==> src/rtl/thumb_decode_pipe.sv <==
// Thumb decode stage: pairs 32-bit prefix halfwords with their second halfword and
// presents one registered decode bundle per instruction under valid/ready flow control.
module thumb_decode_pipe #(
    parameter int IMM_W       = 32,
    parameter bit SUPPORT_T32 = 1'b1
) (
    input  logic             clk,
    input  logic             rst,
    input  logic [15:0]      i_hw,
    input  logic             i_hw_valid,
    output logic             o_hw_ready,
    input  logic             i_flush,
    output logic             o_valid,
    input  logic             i_ready,
    output logic [3:0]       o_op,
    output logic [3:0]       o_addrrn,
    output logic [3:0]       o_addrrt,
    output logic [3:0]       o_addrrd,
    output logic [IMM_W-1:0] o_imm,
    output logic [3:0]       o_cond,
    output logic             o_is32,
    output logic             o_undef
);
    typedef enum logic {S_IDLE, S_WAIT_HW2} state_t;

    state_t      state;
    logic [15:0] hw1;
    logic        accept, is_prefix, load;

    logic [3:0]       d_op, d_rn, d_rt, d_rd, d_cond;
    logic [IMM_W-1:0] d_imm;
    logic             d_is32, d_undef;

    logic signed [11:0] b_off;
    logic signed [8:0]  bc_off;
    logic signed [24:0] bl_off;

    assign o_hw_ready = rst & ~i_flush & (~o_valid | i_ready);
    assign accept     = i_hw_valid & o_hw_ready;
    assign is_prefix  = (SUPPORT_T32 != 1'b0) && (i_hw[15:13] == 3'b111) && (i_hw[12:11] != 2'b00);
    assign load       = accept & ((state == S_WAIT_HW2) | ~is_prefix);

    assign b_off  = {i_hw[10:0], 1'b0};
    assign bc_off = {i_hw[7:0], 1'b0};
    // BL offset: S:I1:I2:imm10:imm11:0, with I1/I2 recovered from J1/J2 of hw2
    assign bl_off = {hw1[10], ~(i_hw[13] ^ hw1[10]), ~(i_hw[11] ^ hw1[10]),
                     hw1[9:0], i_hw[10:0], 1'b0};

    always_comb begin
        d_op    = 4'd0;
        d_rn    = 4'd0;
        d_rt    = 4'd0;
        d_rd    = 4'd0;
        d_imm   = '0;
        d_cond  = 4'b1110;
        d_is32  = 1'b0;
        d_undef = 1'b0;
        if (state == S_WAIT_HW2) begin
            d_is32 = 1'b1;
            if (hw1[15:11] == 5'b11110 && i_hw[15:14] == 2'b11 && i_hw[12]) begin
                d_op  = 4'd12;
                d_rn  = 4'd15;
                d_rd  = 4'd14;
                d_imm = IMM_W'(bl_off);
            end else begin
                d_undef = 1'b1;
            end
        end else if (i_hw[15:9] == 7'b0001110) begin
            d_op  = 4'd1;
            d_rn  = {1'b0, i_hw[5:3]};
            d_rd  = {1'b0, i_hw[2:0]};
            d_imm = IMM_W'(i_hw[8:6]);
        end else if (i_hw[15:11] == 5'b10101) begin
            d_op  = 4'd2;
            d_rn  = 4'd13;
            d_rd  = {1'b0, i_hw[10:8]};
            d_imm = IMM_W'({i_hw[7:0], 2'b00});
        end else if (i_hw[15:7] == 9'b101100001) begin
            d_op  = 4'd3;
            d_rn  = 4'd13;
            d_rd  = 4'd13;
            d_imm = IMM_W'({i_hw[6:0], 2'b00});
        end else if (i_hw[15:11] == 5'b00100) begin
            d_op  = 4'd4;
            d_rd  = {1'b0, i_hw[10:8]};
            d_imm = IMM_W'(i_hw[7:0]);
        end else if (i_hw[15:8] == 8'b01000110) begin
            d_op = 4'd5;
            d_rn = i_hw[6:3];
            d_rd = {i_hw[7], i_hw[2:0]};
        end else if (i_hw[15:11] == 5'b01101) begin
            d_op  = 4'd6;
            d_rn  = {1'b0, i_hw[5:3]};
            d_rd  = {1'b0, i_hw[2:0]};
            d_imm = IMM_W'({i_hw[10:6], 2'b00});
        end else if (i_hw[15:11] == 5'b01001) begin
            d_op  = 4'd7;
            d_rn  = 4'd15;
            d_rd  = {1'b0, i_hw[10:8]};
            d_imm = IMM_W'({i_hw[7:0], 2'b00});
        end else if (i_hw[15:11] == 5'b01100) begin
            d_op  = 4'd8;
            d_rn  = {1'b0, i_hw[5:3]};
            d_rt  = {1'b0, i_hw[2:0]};
            d_imm = IMM_W'({i_hw[10:6], 2'b00});
        end else if (i_hw[15:11] == 5'b00101) begin
            d_op  = 4'd11;
            d_rn  = {1'b0, i_hw[10:8]};
            d_imm = IMM_W'(i_hw[7:0]);
        end else if (i_hw[15:11] == 5'b11100) begin
            d_op  = 4'd9;
            d_rn  = 4'd15;
            d_rd  = 4'd15;
            d_imm = IMM_W'(b_off);
        end else if (i_hw[15:12] == 4'b1101 && i_hw[11:9] != 3'b111) begin
            d_op   = 4'd10;
            d_rn   = 4'd15;
            d_rd   = 4'd15;
            d_cond = i_hw[11:8];
            d_imm  = IMM_W'(bc_off);
        end else begin
            d_undef = 1'b1;
        end
    end

    always_ff @(posedge clk or negedge rst) begin
        if (!rst) begin
            state    <= S_IDLE;
            hw1      <= 16'd0;
            o_valid  <= 1'b0;
            o_op     <= 4'd0;
            o_addrrn <= 4'd0;
            o_addrrt <= 4'd0;
            o_addrrd <= 4'd0;
            o_imm    <= '0;
            o_cond   <= 4'd0;
            o_is32   <= 1'b0;
            o_undef  <= 1'b0;
        end else if (i_flush) begin
            state   <= S_IDLE;
            hw1     <= 16'd0;
            o_valid <= 1'b0;
        end else begin
            if (accept) begin
                if (state == S_IDLE && is_prefix) begin
                    hw1   <= i_hw;
                    state <= S_WAIT_HW2;
                end else begin
                    hw1   <= 16'd0;
                    state <= S_IDLE;
                end
            end
            if (load) begin
                o_valid  <= 1'b1;
                o_op     <= d_op;
                o_addrrn <= d_rn;
                o_addrrt <= d_rt;
                o_addrrd <= d_rd;
                o_imm    <= d_imm;
                o_cond   <= d_cond;
                o_is32   <= d_is32;
                o_undef  <= d_undef;
            end else if (o_valid && i_ready) begin
                o_valid <= 1'b0;
            end
        end
    end
endmodule

==> config.mk <==
export PLATFORM = sky130hd
export DESIGN_NAME = thumb_decode_pipe
export DESIGN_NICKNAME = d
export VERILOG_FILES = /design/src/rtl/thumb_decode_pipe.sv
export SDC_FILE = /design/constraint.sdc
export NUM_CORES = 1
export LEC_CHECK = 0
export CORE_MARGIN = 3
export CORE_UTILIZATION = 56
export CTS_CLUSTER_DIAMETER = 30
export DETAILED_ROUTE_END_ITERATION = 6
export PLACE_DENSITY = 0.9
export SLEW_MARGIN = 10
export SYNTH_ARGS = -nofsm -noshare
export SYNTH_HDL_FRONTEND = slang
export SYNTH_SLANG_ARGS = --single-unit
==> constraint.sdc <==
create_clock -name clk -period 3.11 [get_ports clk]
set_input_delay 0.4665 -clock clk [delete_from_list [all_inputs] [get_ports clk]]
set_output_delay 0.4665 -clock clk [all_outputs]
set_load 0.02 [all_outputs]
==> results of run 1 <==
[metal layers]
metal | routed length [um] | share of wire, %
met5 | 0 | 0
met4 | 325 | 2.5
met3 | 1068 | 8.3
met2 | 6000 | 47
met1 | 5486 | 43
[placed cells by master (no fill, tap or decap), types with 3 or more instances in the layout]
cell and instances:
a32o_1 5, nand3_1 7, and3b_1 3, and2_1 7
o32a_1 3, o21ai_0 17, o32ai_1 3, a21o_1 6
nand2b_1 5, a221oi_1 4, nor4b_1 3, a32oi_1 4
a31oi_1 5, a2111oi_0 3, nor2b_1 6, clkdlybuf4s50_1 74
inv_1 6, o22ai_1 5, and4b_1 3, a21oi_1 33
and3_1 4, clkbuf_8 10, a22o_1 12, nor3b_1 3
buf_4 34, nor4_1 4, nor2_1 40, nand2_1 45
o211ai_1 5, a22oi_1 10, dfrtp_1 64, nand4_1 3
[Yosys cell counts, types with 4 or more instances]
library cell and n:
and2_1 7, nand3_1 7, inv_1 6, nand2_1 45
a22o_1 12, o21ai_0 17, a221oi_1 4, clkbuf_1 17
and3_1 4, nor2b_1 6, nor4_1 4, dfrtp_1 64
a22oi_1 10, buf_4 12, a31oi_1 5, nand2b_1 5
a21oi_1 33, a32o_1 5, a21o_1 6, buf_2 16
o22ai_1 5, o211ai_1 5, nor2_1 40, a32oi_1 4
[per-stage QoR]
step,std cells,utilization [%]
global placement,551,71.92
detailed placement,551,71.92
floorplan,411,-
CTS,567,74.76
global route,567,74.76
finish,567,74.76
[registers in the layout (all words and copies together), names as in the netlist]
name	count
o_addrrn	4
o_valid	1
o_op	4
state	1
o_imm	25
hw1	16
o_addrrd	4
o_addrrt	3
o_undef	1
o_is32	1
o_cond	4
[cell families (layout without fill, tap and decap cells)]
family / Yosys count / in the layout / synth area share, %
AND/OR/NAND/NOR: 149 / 149 / 21.28
buffers and inverters: 53 / 132 / 7.150
multiplexers: 1 / 1 / 0.3035
AO/OA/AOI/OAI: 141 / 141 / 27.52
flip-flops: 64 / 64 / 43.17
other: 1 / 1 / 0.1011
XOR/XNOR: 2 / 2 / 0.4723
[final cells by class]
cell class	instances	area, um^2	area share (%)
flip-flops and latches	64	1602	33.54
clock inverters	6	43.79	0.9172
clock buffers	10	137.6	2.883
multi-input cells	294	1852	38.78
well taps	77	96.34	2.018
repair buffers	110	1021	21.38
inverters	6	22.52	0.4717
[power groups by stage]
stage | Combinational (W) | Clock (W) | Sequential, W
floorplan | 0.000246 | 0 | 0.00108
global placement | 0.000653 | 0 | 0.000982
detailed placement | 0.000663 | 0 | 0.000989
CTS | 0.000668 | 0.000673 | 0.000974
global route | 0.000709 | 0.000706 | 0.000983
finish | 0.000671 | 0.000659 | 0.000975
[worst min path at each step]
| stage | to | start | cells past startpoint | slack, ns |
|---|---|---|---|---|
| 2_1_floorplan | hw1[0]$_DFFE_PN0P_ | rst | 0 | 0.17 |
| 3_3_place_gp | o_is32$_DFFE_PN0P_ | o_is32$_DFFE_PN0P_ | 2 | 0.46 |
| 3_5_place_dp | o_op[1]$_DFFE_PN0P_ | o_op[1]$_DFFE_PN0P_ | 2 | 0.47 |
| 4_1_cts | o_imm[18]$_DFFE_PN0P_ | rst | 2 | 0.18 |
| 5_1_grt | o_imm[18]$_DFFE_PN0P_ | rst | 2 | 0.21 |
| 6_report | o_imm[18]$_DFFE_PN0P_ | rst | 2 | 0.18 |
==> reports/results.ini, run 1 <==
[outcome]
result_of_the_run = completed

[synthesis]
synth.net_count = 432
syn_area_per_cell_um2 = 9.026
yosys_warnings = 0
yosys.area.top_type = dfrtp_1
synthFlopType = dfrtp_1
synth-edff-count = 0
post_synth_inst_count = 411
synth.ff_latch_count = 64
synth_top_cells_by_area = dfrtp_1 (43%), nand2_1 (4.6%), a21oi_1 (4.5%)
proportion_of_synthesized_chip_area_in_sequential_cells_pct = 43.17
netlist_area_um2 = 3710
synth.top_cell.area_share_pct = 43.17
yosys.cell_types.count = 69
ys_async_sr_fraction_pct = 100.0

[floorplan]
die_area_um2 = 7637
die_w_um = 87.39
number_of_top_level_pins = 77
fp-row-count = 29
die_h_um = 87.39
initial_utilization_pct = 58.09
total_core_area_um2 = 6386

[timing]
setup_tns_ns = 0
layout_worst_path_cycle_share_pct = 86.90
total_of_endpoints_with_negative_setup_slack_in_the_final_report = 0
setup_repair_after_global_routing_missed_its_margin = false
clock_skew_ns = 0.007982
maxSlewHeadroom_pct = 21.12
final_number_of_hold_violating_endpoints = 0
timing.final.max_slew_violations = 0
setup_ws_ns = 0.4076
timing_worst_slew_pin_value_ns = 1.182
timing.fmax_ghz = 0.3700
hold-worst-slack_ns = 0.1830
finalCriticalPeriod_ns = 2.702

[power_and_ir_drop]
cell_internal_pwr_w = 0.001534
seq_power_share_pct = 42.3
share_comb_of_total_power_pct = 29.1
power_density_normalized_to_cell_area_nw_per_um2 = 482.6
power_frac_clock_pct = 28.6
report.power.total_w = 0.002304
swShare_pct = 33.44
net-switching-power_w = 0.0007706
static-leakage-power_nw = 1.986
vdd_ir_drop_max_mv = 0.4180

[critical_path]
cp_data_arrival_time_ns = 2.93
crit_path_start_kind = input pin
critPathRequiredTime_ns = 3.34
worst_path_dominant_cell_family = simple AND/OR/NAND/NOR gates
worst_r2r_startpoint = state$_DFFE_PN0P_
worst_setup_path_endpoint = o_addrrd[1]$_DFFE_PN0P_
crit_path_top_delay_cell = nor2_2
regToRegSetupSlack_ns = 0.58
criticalPathCategory = in2reg
setup.worst_path.start = i_hw[12]
crit_cells = 6
critPathMaxFanout = 28
path_cells = clkdlybuf4s50_1, nor2_1, nor4b_1, nor2_2, nand2_1, o41ai_1
worstReg2RegEnd = o_addrrd[1]$_DFFE_PN0P_
max_stage_delay_ns = 0.95
critPathBufInv = 1
count_of_cells_along_the_worst_register_to_register_path = 4
timing.critical_path.to_type = flop

[final_layout]
finish.net_count = 506
final_layout_size_suffix_gt1_share_pct = 13.06
antenna-diode-count = 0
stdcell_area_um2 = 4775
final.fill_count = 474
flow.area_growth_from_synthesis_pct = 28.70

[clock_network]
cts_hold_buffers = 0
post_cts_resize_count = 0
cts.clk_slew.worst_paths_ns = 0.08
post_cts_buffers = 0
cts_htree_levels = 3
cts_sinks = 64
tritoncts = built
cts_made_buffers = 9
clock-root-buffer = clkbuf_8
clockBufferDepth = 2
worstSkewPairLatency_ns = 0.35

[place]
detailed_place_hpwl_um = 9128
placement.setup.worst_slack_ns = 0.1577
place_area_um2 = 4593
portBuffers = 75
routability_cong = 0.9675

[global_routing]
antenna_violations_before_repair = 0
grt_use_total_pct = 34.82
wire_length_of_the_first_global_routing_pass_um = 20240
global_route.usage.met1_pct = 47.32
grt.met3_usage_pct = 6.055
grt_pass1_vias = 3766
top_usage_layer_grt = met2
global_route.overflow_total = 0
grt_start_max_net_pins = 35
grt_util_met2_pct = 55.27

[drt]
first_iter_violations = 443
wire_per_inst_um = 22.72
vias_per_cell = 6.764
dr_total_vias = 3835
dr.pass1.iters = 5
antenna_violating_nets_post_route = 0
drc_errors = 0
drt-total-wl_um = 12880

[hold_path]
hp-class = in2async

[flow_run]
drv_cap = 0

No activity file was read; power rests on OpenSTA's default activity.
==> run 2, diff against run 1 <==
--- a/config.mk
+++ b/config.mk
@@ -5,7 +5,8 @@
 export SDC_FILE = /design/constraint.sdc
 export NUM_CORES = 1
 export LEC_CHECK = 0
-export CORE_MARGIN = 3
+export ABC_AREA = 0
+export CORE_MARGIN = 4
 export CORE_UTILIZATION = 56
 export CTS_CLUSTER_DIAMETER = 30
 export DETAILED_ROUTE_END_ITERATION = 6
==> reports/results.ini, run 2 (synthesis results as in run 1) <==
[outcome]
result_of_the_run = completed

[floorplan]
number_of_top_level_pins = 77  ; unchanged
die_h_um = 89.39  ; +2.3%
die_w_um = 89.39  ; +2.3%
initial_utilization_pct = 58.09  ; unchanged
fp-row-count = 29  ; unchanged
total_core_area_um2 = 6386  ; unchanged
die_area_um2 = 7991  ; +4.6%

[drt]
vias_per_cell = 6.633  ; -1.9%
first_iter_violations = 507  ; +14%
drc_errors = 0  ; unchanged
antenna_violating_nets_post_route = 0  ; unchanged
wire_per_inst_um = 21.96  ; -3.3%
drt-total-wl_um = 12500  ; -3.0%
dr_total_vias = 3774  ; -1.6%
dr.pass1.iters = 6  ; +1

[global_routing]
antenna_violations_before_repair = 0  ; unchanged
grt_pass1_vias = 3522  ; -6.5%
grt_start_max_net_pins = 44  ; +26%
grt_use_total_pct = 32.09  ; -2.7 points
wire_length_of_the_first_global_routing_pass_um = 18990  ; -6.2%
global_route.overflow_total = 0  ; unchanged

[final_layout]
finish.net_count = 508  ; +0.40%
antenna-diode-count = 0  ; unchanged
reg_top3 = o_imm x25, hw1 x16
registers.top_by_ff_count = o_imm
largest_register_ff_count = 25  ; unchanged
flow.area_growth_from_synthesis_pct = 29.58
stdcell_area_um2 = 4807  ; +0.68%
layout_common_cells = clkdlybuf4s50_1 (74), dfrtp_1 (64), nand2_1 (45)
final.fill_count = 459  ; -3.2%
final_layout_size_suffix_gt1_share_pct = 13.21  ; +0.15 points
final_common_cell = clkdlybuf4s50_1

[hold_path]
hp-class = in2async

[timing]
timing.final.max_slew_violations = 0  ; unchanged
total_of_endpoints_with_negative_setup_slack_in_the_final_report = 0  ; unchanged
clock_skew_ns = 0.006482  ; -0.001501 ns
timing.fmax_ghz = 0.3590  ; -3.0%
setup_tns_ns = 0  ; unchanged
timing_worst_slew_pin_value_ns = 0.8321  ; -0.3498 ns
maxSlewHeadroom_pct = 43.10  ; +22 points
finalCriticalPeriod_ns = 2.785  ; +0.08290 ns
setup_repair_after_global_routing_missed_its_margin = false
layout_worst_path_cycle_share_pct = 89.56  ; +2.7 points
final_number_of_hold_violating_endpoints = 0  ; unchanged

[critical_path]
critical-path-top-cell-by-count = buf_4
path_cells = clkdlybuf4s50_1, buf_4, nor3b_2, and2_1, a211o_1, a2111oi_0, buf_4, o31ai_1
worst_setup_path_endpoint = o_op[0]$_DFFE_PN0P_
worstReg2RegEnd = o_imm[3]$_DFFE_PN0P_
timing.critical_path.to_type = flop
regToRegSetupSlack_ns = 0.97  ; +0.39 ns
max_stage_delay_ns = 0.77  ; -0.18 ns
count_of_cells_along_the_worst_register_to_register_path = 5  ; +1
critPathRequiredTime_ns = 3.33  ; about the same
setup.worst_path.start = i_hw[14]
cp_data_arrival_time_ns = 3.01  ; +0.08 ns
worst_r2r_startpoint = state$_DFFE_PN0P_
critPathMaxFanout = 14  ; -50%
criticalPathCategory = in2reg
crit_path_top_delay_cell = a2111oi_0
crit_path_start_kind = input pin

[clock_network]
tritoncts = built
clockBufferDepth = 2  ; unchanged
cts_htree_levels = 3  ; unchanged
cts_hold_buffers = 0  ; unchanged
cts.clk_slew.worst_paths_ns = 0.07  ; about the same
clock-root-buffer = clkbuf_8
post_cts_resize_count = 0  ; unchanged
cts_made_buffers = 9  ; unchanged
cts_sinks = 64  ; unchanged
worstSkewPairLatency_ns = 0.35  ; about the same
post_cts_buffers = 0  ; unchanged

[place]
routability_cong = 1.119  ; +16%
detailed_place_hpwl_um = 9099  ; -0.32%
place_area_um2 = 4596  ; about the same
portBuffers = 75  ; unchanged

[power_and_ir_drop]
report.power.total_w = 0.002429  ; +5.4%
power_density_normalized_to_cell_area_nw_per_um2 = 505.3  ; +4.7%
static-leakage-power_nw = 2.011  ; +1.2%
vdd_ir_drop_max_mv = 0.4339  ; +3.8%

[flow_run]
drv_cap = 0  ; unchanged

-- run 2: area by class of cell --
cell class                      count  area, um^2  area share (%)
Clock buffer                       10       127.6           2.655
Clock inverter                      6       83.83           1.744
Inverter                            6       22.52          0.4685
Multi-Input combinational cell    294        1852           38.52
Sequential cell                    64        1602           33.32
Tap cell                           77       96.34           2.004
Timing Repair Buffer              112        1023           21.29
-- run 2: how the worst min path moves through the flow --
stage / startpoint / to / slack, ns / cells after the start
5_1_grt: rst / hw1[0]$_DFFE_PN0P_ / 0.01 / 1
4_1_cts: rst / o_imm[13]$_DFFE_PN0P_ / 0.009 / 1
2_1_floorplan: rst / hw1[0]$_DFFE_PN0P_ / 0.17 / 0
6_report: rst / o_imm[30]$_DFFE_PN0P_ / 0.02 / 1
3_5_place_dp: rst / state$_DFFE_PN0P_ / 0.39 / 1
3_3_place_gp: rst / state$_DFFE_PN0P_ / 0.38 / 1
-- run 2: per-stage QoR --
| step | std cells | util (%) | hold slack [ns] | worst slack [ns] |
|---|---|---|---|---|
| finish | 569 | 75.27 | 0.01536 | 0.3247 |
| detailed placement | 553 | 71.96 | 0.3947 | 0.09712 |
| CTS | 569 | 75.27 | 0.009214 | 0.4633 |
| global route | 569 | 75.27 | 0.01454 | 0.2864 |
| floorplan | 411 | - | 0.1709 | 1.183 |
| global placement | 553 | 71.96 | 0.3780 | 0.05535 |
-- run 2: metal layers --
| layer | vias up | track usage, % | part of all wire [%] |
|---|---|---|---|
| met5 | - | 0 | 0 |
| met4 | 0 | 11.77 | 2.6 |
| met3 | 43 | 9.954 | 11 |
| met2 | 243 | 48.43 | 46 |
| met1 | 1818 | 43.54 | 40 |
| li1 | 1670 | - | - |
-- run 2: power by group --
group	internal (W)	leakage, nW	switching (W)
clock	0.000449	0.110	0.000342
combinational	0.000303	1.08	0.000364
sequential	0.000917	0.821	0.0000553
-- run 2: worst max-delay path, delay by kind of cell --
family                 cells  cell delay (ns)
AOI/OAI and AO/OA          3             1.11
buffers and inverters      3             1.11
and+or+nand+nor            2             0.31
==> run 3, diff against run 2 <==
--- a/config.mk
+++ b/config.mk
@@ -11,6 +11,7 @@
 export CTS_CLUSTER_DIAMETER = 30
 export DETAILED_ROUTE_END_ITERATION = 6
 export PLACE_DENSITY = 0.9
+export SETUP_SLACK_MARGIN = 0.5
 export SLEW_MARGIN = 10
 export SYNTH_ARGS = -nofsm -noshare
 export SYNTH_HDL_FRONTEND = slang
==> reports/results.ini, run 3 (synthesis results as in run 1) <==
[outcome]
result_of_the_run = completed

[timing]
timing.final.max_slew_violations = 0  ; unchanged
setup_tns_ns = 0  ; unchanged
final_number_of_hold_violating_endpoints = 0  ; unchanged
layout_worst_path_cycle_share_pct = 79.53  ; -10 points
setup_ws_ns = 0.6366  ; +0.3120 ns
timing_worst_slew_pin_value_ns = 0.5942  ; -0.2378 ns
setup_repair_after_global_routing_missed_its_margin = false
timing.fmax_ghz = 0.4043  ; +13%
total_of_endpoints_with_negative_setup_slack_in_the_final_report = 0  ; unchanged
finalCriticalPeriod_ns = 2.473  ; -0.3120 ns
clock_skew_ns = 0.005754  ; -0.0007274 ns
maxSlewHeadroom_pct = 60.26  ; +17 points

[place]
placement.setup.worst_slack_ns = 0.09712  ; unchanged
detailed_place_hpwl_um = 9099  ; unchanged
portBuffers = 75  ; unchanged
routability_cong = 1.119  ; unchanged

[drt]
drt-total-wl_um = 12580  ; +0.63%
dr.pass1.iters = 7  ; +1
drc_errors = 0  ; unchanged
dr_total_vias = 3778  ; +0.11%
antenna_violating_nets_post_route = 0  ; unchanged
vias_per_cell = 6.640  ; +0.11%
first_iter_violations = 480  ; -5.3%
wire_per_inst_um = 22.10  ; +0.63%

[clock_network]
clockBufferDepth = 2  ; unchanged
cts_hold_buffers = 0  ; unchanged
tritoncts = built
cts_htree_levels = 3  ; unchanged
worstSkewPairLatency_ns = 0.36  ; about the same
cts_sinks = 64  ; unchanged
post_cts_buffers = 0  ; unchanged
cts.clk_slew.worst_paths_ns = 0.07  ; about the same
cts_made_buffers = 9  ; unchanged
post_cts_resize_count = 1  ; +1
clock-root-buffer = clkbuf_8

[flow_run]
drv_cap = 0  ; unchanged

[floorplan]
die_area_um2 = 7991  ; unchanged
number_of_top_level_pins = 77  ; unchanged
fp-row-count = 29  ; unchanged
total_core_area_um2 = 6386  ; unchanged
die_h_um = 89.39  ; unchanged
die_w_um = 89.39  ; unchanged
initial_utilization_pct = 58.09  ; unchanged

[critical_path]
worst_setup_path_endpoint = o_imm[6]$_DFFE_PN0P_
critPathMaxFanout = 9  ; -5
worst_r2r_startpoint = state$_DFFE_PN0P_
setup.worst_path.start = i_hw[10]
crit_path_top_delay_cell = clkdlybuf4s50_1
max_stage_delay_ns = 0.62  ; -0.15 ns
critPathRequiredTime_ns = 3.38  ; +0.05 ns
regToRegSetupSlack_ns = 0.97  ; about the same
path_cells = clkdlybuf4s50_1, and3b_1, a21oi_1, and3_1, nand3_1, o211ai_1
count_of_cells_along_the_worst_register_to_register_path = 5  ; unchanged
worstReg2RegEnd = o_imm[5]$_DFFE_PN0P_
cp_data_arrival_time_ns = 2.74  ; -0.27 ns
timing.critical_path.to_type = flop
criticalPathCategory = in2reg
crit_path_start_kind = input pin

[final_layout]
multiInputGateArea_um2 = 1866  ; +0.74%
flow.area_growth_from_synthesis_pct = 29.95
finish.net_count = 508  ; unchanged
final_layout_size_suffix_gt1_share_pct = 13.82  ; +0.61 points
layout.area.seq_um2 = 1602  ; unchanged
antenna-diode-count = 0  ; unchanged
largest_register_ff_count = 25  ; unchanged
registers.top_by_ff_count = o_imm
final.fill_count = 457  ; -0.44%
final_common_cell = clkdlybuf4s50_1
reg_top3 = o_imm x25, hw1 x16
layout_common_cells = clkdlybuf4s50_1 (74), dfrtp_1 (64), nand2_1 (45)

[global_routing]
global_route.overflow_total = 0  ; unchanged
wire_length_of_the_first_global_routing_pass_um = 18990  ; unchanged
antenna_violations_before_repair = 0  ; unchanged
grt_start_max_net_pins = 44  ; unchanged
grt_use_total_pct = 32.09  ; unchanged
grt_pass1_vias = 3522  ; unchanged

[power_and_ir_drop]
vdd_ir_drop_max_mv = 0.4341  ; about the same
power_density_normalized_to_cell_area_nw_per_um2 = 503.7  ; -0.32%
static-leakage-power_nw = 2.014  ; +0.15%

[hold_path]
hp-class = in2async

run 3: cell counts in the layout (fill, tap and decap cells not counted):
Identical to the previous run, type by type.
run 3: routing by layer:
layer  part of all wire (%)  routed length (um)  track usage [%]
met5                      0                   0                0
met4                    2.7                 334            11.77
met3                     10                1298            9.954
met2                     47                5862            48.43
met1                     40                5082            43.54
run 3: power breakdown:
group,internal (W),switching (W)
Clock,0.000448,0.000340
Combinational,0.000303,0.000365
Sequential,0.000917,0.0000547
Total,0.00167,0.000759
run 3: worst min path at each step:
stage | from | endpoint | slack [ns] | cells after the start
after floorplan | rst | hw1[0]$_DFFE_PN0P_ | 0.17 | 0
after global placement | rst | state$_DFFE_PN0P_ | 0.38 | 1
after detailed placement | rst | state$_DFFE_PN0P_ | 0.39 | 1
after CTS | rst | o_imm[13]$_DFFE_PN0P_ | 0.009 | 1
after global routing | rst | hw1[0]$_DFFE_PN0P_ | 0.01 | 1
final | rst | o_imm[30]$_DFFE_PN0P_ | 0.02 | 1
run 3: worst max-delay path, delay by kind of cell:
family	cells	cell delay (ns)
buffers and inverters	1	0.62
AO/OA/AOI/OAI	2	0.68
AND/OR/NAND/NOR	3	0.97
run 3: cell type report:
| type | instances | area share [%] |
|---|---|---|
| Multi-Input combinational cell | 294 | 38.70 |
| Sequential cell | 64 | 33.22 |
| Timing Repair Buffer | 112 | 21.23 |
| Clock buffer | 10 | 2.647 |
| Tap cell | 77 | 1.998 |
| Clock inverter | 6 | 1.739 |
| Inverter | 6 | 0.4672 |
run 3: per-stage QoR:
step / hold slack [ns] / cell area [um^2] / total power, W / util [%] / cells
after floorplan: 0.1709 / 3710 / 0.001331 / - / 411
after global placement: 0.3780 / 4596 / 0.001631 / 71.96 / 553
after detailed placement: 0.3947 / 4596 / 0.001649 / 71.96 / 553
after CTS: 0.009214 / 4808 / 0.002433 / 75.29 / 569
after global routing: 0.01454 / 4821 / 0.002515 / 75.49 / 569
final: 0.01600 / 4821 / 0.002428 / 75.49 / 569
